--- src/rtl/zigbee_pkg.sv ---
// rtl/zigbee_pkg.sv - shared 802.15.4 chip constants, types and PN table
// Purpose: symbol/chip definitions shared by the transmit spreader and the
//          receive despreader.
// Contents: CHIPS_PER_SYM, chip_seq_t (c0 at bit 31), pn_chips(), tx_state_t.
package zigbee_pkg;

   localparam int CHIPS_PER_SYM = 32;

   typedef logic [31:0] chip_seq_t;

   typedef enum logic {
      TX_IDLE,
      TX_SEND
   } tx_state_t;

   // Symbol 0 chips c0..c31, c0 in the MSB.
   localparam chip_seq_t PN_BASE       = 32'b1101_1001_1100_0011_0101_0010_0010_1110;
   // Selects the odd-indexed chips c1, c3, ... (bits 30, 28, ...).
   localparam chip_seq_t ODD_CHIP_MASK = 32'h5555_5555;

   // Symbols 1..7 are symbol 0 rotated right by 4 chips per step; with c0 in the
   // MSB a chip rotation to higher indices is a plain right rotation of the word.
   // Symbols 8..15 reuse 0..7 with the odd chips inverted.
   function automatic chip_seq_t pn_chips(input logic [3:0] sym);
      logic [63:0] dbl;
      dbl = {PN_BASE, PN_BASE} >> {sym[2:0], 2'b00};
      return dbl[31:0] ^ (sym[3] ? ODD_CHIP_MASK : chip_seq_t'(0));
   endfunction

endpackage

--- src/rtl/chip_rate_gen.sv ---
// rtl/chip_rate_gen.sv - mod-CLK_PER_CHIP chip-period counter
// Purpose: divides the work clock into chip periods.
// Ports:
//   i_clk    work clock
//   i_rst    asynchronous active-low reset
//   i_clr    hold the counter at zero
//   o_tc     terminal count (last cycle of a chip period), suppressed while cleared
//   o_first  counter is at zero (first cycle of a chip period)
module chip_rate_gen #(
   parameter int CLK_PER_CHIP = 25,
   localparam int CNT_W = $clog2(CLK_PER_CHIP)
) (
   input  logic i_clk,
   input  logic i_rst,
   input  logic i_clr,
   output logic o_tc,
   output logic o_first
);

   localparam logic [CNT_W-1:0] TC_VAL = CNT_W'(CLK_PER_CHIP - 1);

   logic [CNT_W-1:0] cnt_q, cnt_d;

   always_comb begin
      o_tc    = ~i_clr & (cnt_q == TC_VAL);
      o_first = (cnt_q == '0);
      cnt_d   = (i_clr | o_tc) ? '0 : cnt_q + CNT_W'(1);
   end

   always_ff @(posedge i_clk or negedge i_rst) begin
      if (!i_rst) cnt_q <= '0;
      else        cnt_q <= cnt_d;
   end

endmodule

--- src/rtl/chip_spreader_tx.sv ---
// rtl/chip_spreader_tx.sv - 802.15.4 DSSS transmit chip spreader
// Purpose: accepts 4-bit symbols, maps each to its 32-chip PN sequence and
//          serialises the chips NRZ at CLK_PER_CHIP work clocks per chip.
// Ports:
//   i_clk, i_rst            work clock, asynchronous active-low reset
//   i_en                    transmit enable
//   i_sym, i_sym_valid      symbol input; o_sym_ready = holding register empty
//   o_dir                   serial chip stream, c0 first
//   o_chip_stb              pulse in the first cycle of each chip
//   o_busy                  a symbol is on o_dir
//   o_underrun              pulse when a symbol ends with i_en high and nothing queued
module chip_spreader_tx
   import zigbee_pkg::*;
#(
   parameter int CLK_PER_CHIP = 25
) (
   input  logic       i_clk,
   input  logic       i_rst,
   input  logic       i_en,
   input  logic [3:0] i_sym,
   input  logic       i_sym_valid,
   output logic       o_sym_ready,
   output logic       o_dir,
   output logic       o_chip_stb,
   output logic       o_busy,
   output logic       o_underrun
);

   tx_state_t  state_q, state_d;
   logic       hold_valid_q, hold_valid_d;
   logic [3:0] hold_sym_q, hold_sym_d;
   chip_seq_t  shreg_q, shreg_d;
   logic [4:0] chip_cnt_q, chip_cnt_d;
   logic       und_q, und_d;
   logic       dir_q, dir_d;
   logic       stb_q, stb_d;
   logic       busy_q, busy_d;
   logic       underrun_q, underrun_d;

   logic       rate_clr, rate_tc, rate_first;
   logic       load, accept;

   assign rate_clr = (state_q != TX_SEND);

   chip_rate_gen #(
      .CLK_PER_CHIP(CLK_PER_CHIP)
   ) u_rate (
      .i_clk   (i_clk),
      .i_rst   (i_rst),
      .i_clr   (rate_clr),
      .o_tc    (rate_tc),
      .o_first (rate_first)
   );

   always_comb begin
      state_d      = state_q;
      hold_valid_d = hold_valid_q;
      hold_sym_d   = hold_sym_q;
      shreg_d      = shreg_q;
      chip_cnt_d   = chip_cnt_q;
      und_d        = 1'b0;
      load         = 1'b0;
      accept       = i_sym_valid & ~hold_valid_q;

      case (state_q)
         TX_IDLE: begin
            if (hold_valid_q & i_en) begin
               load    = 1'b1;
               state_d = TX_SEND;
            end
         end
         TX_SEND: begin
            if (rate_tc) begin
               if (chip_cnt_q == 5'(CHIPS_PER_SYM - 1)) begin
                  // A queued symbol only follows while enabled; a pending symbol
                  // with i_en low waits in the holding register.
                  if (hold_valid_q & i_en) begin
                     load = 1'b1;
                  end else begin
                     state_d = TX_IDLE;
                     und_d   = i_en;
                  end
                  chip_cnt_d = '0;
               end else begin
                  chip_cnt_d = chip_cnt_q + 5'd1;
                  shreg_d    = {shreg_q[30:0], 1'b0};
               end
            end
         end
         default: state_d = TX_IDLE;
      endcase

      // Load consumes the old holding content before an accept refills it.
      if (load) begin
         shreg_d      = pn_chips(hold_sym_q);
         chip_cnt_d   = '0;
         hold_valid_d = 1'b0;
      end
      if (accept) begin
         hold_valid_d = 1'b1;
         hold_sym_d   = i_sym;
      end

      // Outputs are registered one cycle behind the internal chip state, so the
      // underrun flag is delayed once more to line up with o_busy falling.
      dir_d      = (state_q == TX_SEND) & shreg_q[31];
      stb_d      = (state_q == TX_SEND) & rate_first;
      busy_d     = (state_q == TX_SEND);
      underrun_d = und_q;
   end

   always_ff @(posedge i_clk or negedge i_rst) begin
      if (!i_rst) begin
         state_q      <= TX_IDLE;
         hold_valid_q <= 1'b0;
         hold_sym_q   <= '0;
         shreg_q      <= '0;
         chip_cnt_q   <= '0;
         und_q        <= 1'b0;
         dir_q        <= 1'b0;
         stb_q        <= 1'b0;
         busy_q       <= 1'b0;
         underrun_q   <= 1'b0;
      end else begin
         state_q      <= state_d;
         hold_valid_q <= hold_valid_d;
         hold_sym_q   <= hold_sym_d;
         shreg_q      <= shreg_d;
         chip_cnt_q   <= chip_cnt_d;
         und_q        <= und_d;
         dir_q        <= dir_d;
         stb_q        <= stb_d;
         busy_q       <= busy_d;
         underrun_q   <= underrun_d;
      end
   end

   assign o_sym_ready = ~hold_valid_q;
   assign o_dir       = dir_q;
   assign o_chip_stb  = stb_q;
   assign o_busy      = busy_q;
   assign o_underrun  = underrun_q;

endmodule
--- config.mk ---
export PLATFORM = sky130hd
export DESIGN_NAME = chip_spreader_tx
export DESIGN_NICKNAME = d
export VERILOG_FILES = /design/src/rtl/zigbee_pkg.sv /design/src/rtl/chip_rate_gen.sv /design/src/rtl/chip_spreader_tx.sv
export SDC_FILE = /design/constraint.sdc
export NUM_CORES = 1
export LEC_CHECK = 0
export CORE_UTILIZATION = 65
export CTS_CLUSTER_SIZE = 30
export DETAILED_ROUTE_END_ITERATION = 6
export PLACE_DENSITY = 0.85
export SYNTH_ARGS = -nofsm -noshare
export SYNTH_HDL_FRONTEND = slang
export SYNTH_HIERARCHICAL = 1
export SYNTH_SLANG_ARGS = --single-unit
--- constraint.sdc ---
create_clock -name i_clk -period 6 [get_ports i_clk]
set_clock_uncertainty 0.15 [all_clocks]
set_input_delay 0.9 -clock i_clk [delete_from_list [all_inputs] [get_ports i_clk]]
set_output_delay 0.9 -clock i_clk [all_outputs]
set_load 0.005 [all_outputs]
==> metrics.md, run 1 <==
| Metric | Value |
|---|---|
| Max Slew Vio Count | 0 |
| Worst slew pin tran | 1.03 ns |
| Uppermost layer routed | met4 |
| Mapped Area | 3030 sq um |
| CTS Sinks | 53 |
| DPL Wire Length | 4350 um |
| WL final | 6650 um |
| Area after DPL | 3100 sq um |
| F_max | 0.345 GHz |
| PortBufs | 12 |
| Syn nets | 345 |
| First-pass GRT wire length | 11,400 um |
| Metal2 WL | 3290 um |
| P_sw | 0.432 mW |
| GRT Util Overall | 29.4% |
| FF-to-FF path depth | 9 |
| Max IR drop VDD | 0.207 mV |
| Clock share of power | 20.7% |
| I/O pins | 13 |
| Proportion of power drawn by flip-flops and latches | 49.6% |
| Total Power | 1.24 mW |
| Area grow syn2layout | 6.36% |
| Final Hold Vio Count | 0 |
| Final nets | 344 |
| H-tree levels | 2 |
| DR iter-0 viols | 184 |
| Met3 WL | 375 um |
| Worst Path Max Fanout | 24 |
| Max-Cap Viols | 0 |
| Sequential element share of the synthesized area | 43.7% |
| Synth cell types | 50 |
| Die ar. | 4940 sq um |
| Cell mode on critical path | o21ai_0 |
| Wire length per cell | 17.6 um |
| DRC Markers | 0 |
| Sw Share | 34.9% |
| Final setup viols | 0 |
| Internal | 0.804 mW |
| Tmin final | 2.90 ns |
| Design Area, Final | 3220 sq um |
| Ys Warns | 6 |
| Starting Density | 68.7% |
| Grt total ovfl | 0 |
| CTS Hold Bufs | 0 |
| Total CTS buffers | 5 |
| Unrepaired setup endpoints after global routing | false |
| Dominant cells by area after synthesis | dfrtp_1, nand2_1, ha_1 |
| Largest net degree at the start of global routing | 54 |
| Worst Hold Depth | 0 |
| Worst-skew pair later-pin latency | 0.31 ns |
| Crit path required time | 6.09 ns |
| Via count | 2,444 |
| Clk pin slew, worst setup/hold paths | 0.09 ns |
| Crit share post-route | 48.3% |
| Yosys reg bits | 53 |
| Gate Count Post-Synth | 327 |
| Pre-antenna DRT Iters | 4 |
| Kind of end point of the critical path | flop |
| Routability congestion estimate | 0.900 |
| Crit Path Class | reg2reg |
| Max clock buf depth | 2 |
| Die W | 70.3 um |
| Vias per Instance | 6.45 |
| Power Dens Cells | 383 nW/um^2 |
| Asr flop ratio synth | 100% |
| Mean post-synth cell area | 9.27 sq um |
| Max incr delay on CP | 0.58 ns |
| Leakage | 1.35 nW |
| Number of core rows | 24 |
| Post-CTS Setup Bufs | 0 |
| Critical path arrival | 2.99 ns |
| Diode count | 0 |
| Comb power frac | 29.7% |
| Synth top area share | 43.7% |
| Type of origin of the critical path | flop |
| CP max-delay cell | nor2_2 |
| Vias in the first global route | 2,353 |
| Clock root cell | clkbuf_8 |
| Fraction of layout cells with a size suffix above 1 | 7.34% |
| Status | completed |
| Slew margin rel. | 31.1% |
| Post-route met1 wirelength | 2810 um |
| Area leader, netlist | dfrtp_1 |
| Antenna viol nets, final | 0 |
| EDFF count, synth | 0 |
| Worst min path class | reg2reg |
| Critical-path cell list | inv_1 > ha_1 > and4b_1 > nor2b_1 > buf_4 > a21boi_0 > nor2_2 > o21ai_0 > o21ai_0 |
| CTS tree | built |
| Core footprint | 4410 sq um |
| Die Span Y | 70.3 um |
| Initial antenna violation count | 0 |
| Synth Flop Type | dfrtp_1 |
| Final setup TNS | 0 ns |
| Resize count post-CTS | 0 |
stage by stage:
step / cells / worst slack (ns) / hold slack (ns) / utilization (%)
finish: 379 / 3.10 / 0.205 / 73.0
global route: 379 / 2.88 / 0.218 / 73.0
CTS: 379 / 3.12 / 0.208 / 73.0
detailed placement: 371 / 3.12 / 0.186 / 70.3
global placement: 371 / 3.26 / 0.183 / 70.3
floorplan: 327 / 3.80 / 0.181 / -
per-layer routing:
layer	up-vias	GRT usage, %
li1	1157	-
met4	0	14.2
met1	1187	37.6
met5	-	0
met3	13	4.18
met2	87	48.9
state kept, by name, indices dropped and copies added (netlist names):
register      flops
u_rate/cnt_q      5
o_busy            1
o_dir             1
hold_sym_q        4
chip_cnt_q        5
und_q             1
busy_d            1
shreg_q          32
o_underrun        1
hold_valid_q      1
o_chip_stb        1
path summary, 6_finish.rpt:
check	startpoint	end	slack, ns
setup / recovery	u_rate/cnt_q[0]$_DFF_PN0_	shreg_q[15]$_DFFE_PN0P_	3.10
hold / removal	und_q$_DFF_PN0_	o_underrun$_DFF_PN0_	0.21
setup reg to reg	u_rate/cnt_q[0]$_DFF_PN0_	shreg_q[15]$_DFFE_PN0P_	3.10
hold reg to reg	und_q$_DFF_PN0_	o_underrun$_DFF_PN0_	0.21
max in group asynchronous	i_rst	shreg_q[12]$_DFFE_PN0P_	4.73
min in group asynchronous	i_rst	chip_cnt_q[1]$_DFFE_PN0P_	0.55
placed cells by master, fill, tap and decap left out, types with 3 or more instances in the layout:
master	Yosys	final
nor3b_1	3	3
nor4_1	5	5
xnor2_1	14	14
nor2b_1	13	13
a21oi_1	12	12
a311oi_1	8	8
nand2_1	46	46
nand2b_1	3	3
buf_4	2	4
xor2_1	3	3
a31oi_1	7	7
inv_1	8	8
o211ai_1	8	8
nor3_1	7	7
mux2i_1	6	6
nand4_1	8	8
o22ai_1	4	4
o21ai_0	19	19
nor2_1	23	23
clkbuf_8	0	6
a211oi_1	7	7
clkdlybuf4s50_1	0	11
ha_1	10	10
dfrtp_1	53	53
cells by family after synthesis:
kind of cell | after synthesis | synth area share (%)
muxes | 8 | 2.72
xor gates and xnor gates | 17 | 4.91
AOI/OAI and AO/OA | 81 | 17.7
adders and majority gates | 10 | 4.13
buffers and inverters | 33 | 5.65
DFF | 53 | 43.7
and+or+nand+nor | 125 | 21.1
worst max-delay path, delay by kind of cell (launching register included):
kind	cells	cell delay, ns
and+or+nand+nor	3	1.09
AOI/OAI and AO/OA	3	0.61
buffers and inverters	2	0.36
adders and majority gates	1	0.17
DFF	1	0.43
cell usage after synthesis, drive strengths merged, types with 3 or more instances:
| library cell | count |
|---|---|
| nand4 | 8 |
| o22ai | 4 |
| mux2i | 6 |
| a21oi | 12 |
| ha | 10 |
| o21ai | 20 |
| nor3 | 7 |
| xnor2 | 14 |
| clkbuf | 5 |
| nor4 | 7 |
| nor3b | 3 |
| o211ai | 8 |
| nor2b | 13 |
| and3 | 3 |
| a31oi | 7 |
| nand2b | 3 |
| inv | 8 |
| a311oi | 8 |
| dfrtp | 53 |
| nor2 | 24 |
| nand2 | 47 |
| and2 | 3 |
| a211oi | 7 |
| buf | 19 |
| xor2 | 3 |
power by group through the flow:
| stage | clock network [mW] | registers [mW] | logic (mW) |
|---|---|---|---|
| 2_1_floorplan | 0 | 0.550 | 0.321 |
| 3_3_place_gp | 0 | 0.612 | 0.354 |
| 3_5_place_dp | 0 | 0.611 | 0.370 |
| 4_1_cts | 0.257 | 0.607 | 0.370 |
| 5_1_grt | 0.269 | 0.628 | 0.417 |
| 6_report | 0.255 | 0.613 | 0.367 |
layout make-up:
| cell class | count | area [sq um] |
|---|---|---|
| repair buffers | 16 | 145 |
| clock inverters | 2 | 37.5 |
| multi-input cells | 241 | 1530 |
| flip-flops and latches | 53 | 1330 |
| clock buffers | 6 | 82.6 |
| fillers | 330 | 1190 |
| inverters | 9 | 33.8 |
| well taps | 52 | 65.1 |
Power figures use the tool's default switching activity.
==> run 2, diff against run 1 <==
--- a/config.mk
+++ b/config.mk
@@ -5,10 +5,10 @@
 export SDC_FILE = /design/constraint.sdc
 export NUM_CORES = 1
 export LEC_CHECK = 0
-export CORE_UTILIZATION = 65
+export CORE_UTILIZATION = 55
 export CTS_CLUSTER_SIZE = 30
 export DETAILED_ROUTE_END_ITERATION = 6
-export PLACE_DENSITY = 0.85
+export PLACE_DENSITY = 0.76
 export SYNTH_ARGS = -nofsm -noshare
 export SYNTH_HDL_FRONTEND = slang
 export SYNTH_HIERARCHICAL = 1
==> constraint.sdc (replaced) <==
create_clock -name i_clk -period 2.4 [get_ports i_clk]
set_clock_uncertainty 0.15 [all_clocks]
set_input_delay 0.36 -clock i_clk [delete_from_list [all_inputs] [get_ports i_clk]]
set_output_delay 0.36 -clock i_clk [all_outputs]
set_load 0.005 [all_outputs]
==> metrics.md, run 2 (synthesis gave the netlist of run 1 again) <==
| Metric | Value |
|---|---|
| Status | completed |
| Final setup TNS | 0 ns |
| CP max-delay cell | dfrtp_1 |
| Critical-path cell list | ha_1 > and3_1 > ha_2 > nor2b_1 > o21ai_1 > buf_4 > a22o_1 |
| Final setup margin | 0.124 ns |
| Final Hold Vio Count | 0 |
| Pre-antenna DRT Iters | 4 |
| Total Power | 3.12 mW |
| Design Area, Final | 3470 sq um |
| Crit share post-route | 94.8% |
| Die W | 76.2 um |
| Area grow syn2layout | 14.6% |
| Largest net degree at the start of global routing | 35 |
| Diode count | 0 |
| Critical path arrival | 2.32 ns |
| CTS Sinks | 53 |
| Die ar. | 5810 sq um |
| Critical path's top delay family | simple AND/OR/NAND/NOR gates |
| DPL Wire Length | 4710 um |
| Worst-skew pair later-pin latency | 0.31 ns |
| Starting Density | 58.2% |
| Via count | 2,464 |
| Commonest cells after routing, fill and taps aside | dfrtp_1, nand2_1, nor2_1 |
| Grt total ovfl | 0 |
| Power Dens Cells | 898 nW/um^2 |
| Unrepaired setup endpoints after global routing | false |
| Core footprint | 5200 sq um |
| Dpl ws | -0.0163 ns |
| Worst min path class | reg2reg |
| Routability congestion estimate | 0.815 |
| Max FFs per register | 32 |
| Max-Cap Viols | 0 |
| First-pass GRT wire length | 11,600 um |
| GRT Util Overall | 25.5% |
| Crit Path Class | reg2reg |
| Max IR drop VDD | 0.524 mV |
| Max incr delay on CP | 0.43 ns |
| Final setup viols | 0 |
| Fill count | 431 |
| H-tree levels | 2 |
| WL final | 6840 um |
| Number of core rows | 26 |
| Area after DPL | 3290 sq um |
| Largest Register | shreg_q |
| F_max | 0.439 GHz |
| Kind of end point of the critical path | flop |
| CP Buf/Inv Count | 1 |
| Antenna viol nets, final | 0 |
| CTS tree | built |
| Vias in the first global route | 2,375 |
| Die Span Y | 76.2 um |
| Initial antenna violation count | 0 |
| Vias per Instance | 5.87 |
| Final nets | 367 |
| Largest regs | shreg_q (32), chip_cnt_q (5), u_rate/cnt_q (5) |
| Tmin final | 2.28 ns |
| DR iter-0 viols | 172 |
| Clock root cell | clkbuf_8 |
| DRC Markers | 0 |
| I/O pins | 13 |
| Worst slew pin tran | 0.662 ns |
| Crit path required time | 2.44 ns |
| Leakage | 1.48 nW |
| Fraction of layout cells with a size suffix above 1 | 14.0% |
| PortBufs | 12 |
| Max Slew Vio Count | 0 |
| Commonest non-fill, non-tap cell in the layout | dfrtp_1 |
| Type of origin of the critical path | flop |
| Worst Path Max Fanout | 21 |
| Slew margin rel. | 55.8% |
| Wire length per cell | 16.3 um |
| Total CTS buffers | 5 |
| Max clock buf depth | 2 |
| Clk pin slew, worst setup/hold paths | 0.09 ns |
## run 2: cell types whose count changed in the layout (fill, tap and decap cells not counted), sizes merged
cell | before | now
clkbuf | 6 | 8
buf | 5 | 26
dlygate4sd3 | 0 | 1
clkinvlp | 1 | 0
## run 2: through the flow
stage | instances | hold WS (ns) | utilization (%)
finish | 420 | 0.215 | 66.8
floorplan | 327 | -0.0856 | -
global route | 420 | 0.231 | 66.8
CTS | 417 | 0.218 | 65.8
detailed placement | 408 | 0.196 | 63.3
global placement | 408 | 0.185 | 63.3
## run 2: cell type report
class / instances / area, sq um / share of cell area, %
Clock buffer: 7 / 86.3 / 2.48
Clock inverter: 1 / 30.0 / 0.864
Inverter: 9 / 33.8 / 0.972
Multi-Input combinational cell: 241 / 1560 / 44.8
Sequential cell: 53 / 1330 / 38.2
Tap cell: 70 / 87.6 / 2.52
Timing Repair Buffer: 39 / 353 / 10.2
## run 2: report_power, final
part	internal (mW)	leakage [nW]	switching, mW
logic	0.519	0.775	0.570
clock network	0.340	0.0585	0.291
registers	1.20	0.643	0.197
total	2.06	1.48	1.06
## run 2: final timing paths
check                                                from                         to  slack [ns]  cells past startpoint
worst min register to register            und_q$_DFF_PN0_       o_underrun$_DFF_PN0_        0.22                      0
worst max register to register  chip_cnt_q[0]$_DFFE_PN0P_    shreg_q[13]$_DFFE_PN0P_        0.12                      7
worst min-delay path                      und_q$_DFF_PN0_       o_underrun$_DFF_PN0_        0.22                      0
min in group asynchronous                           i_rst  chip_cnt_q[2]$_DFFE_PN0P_        0.46                      2
max in group asynchronous                           i_rst    shreg_q[12]$_DFFE_PN0P_        1.05                      3
worst max-delay path            chip_cnt_q[0]$_DFFE_PN0P_    shreg_q[13]$_DFFE_PN0P_        0.12                      7
## run 2: per-layer routing
metal | global-route usage (%) | routed length, um | up-vias
li1 | - | - | 1202
met1 | 34.8 | 3020 | 1188
met2 | 41.0 | 3350 | 65
met3 | 4.91 | 378 | 9
met4 | 7.88 | 92 | 0
met5 | 0 | 0 | -
## run 2: repair_timing
action | CTS | global route
hold buffers | 1 | 0
setup buffers | 0 | 2
hold endpoints to repair | 26 | 0
endpoints found under the setup margin | 7 | 32
cloned | 0 | 1
gates resized for setup | 1 | 9
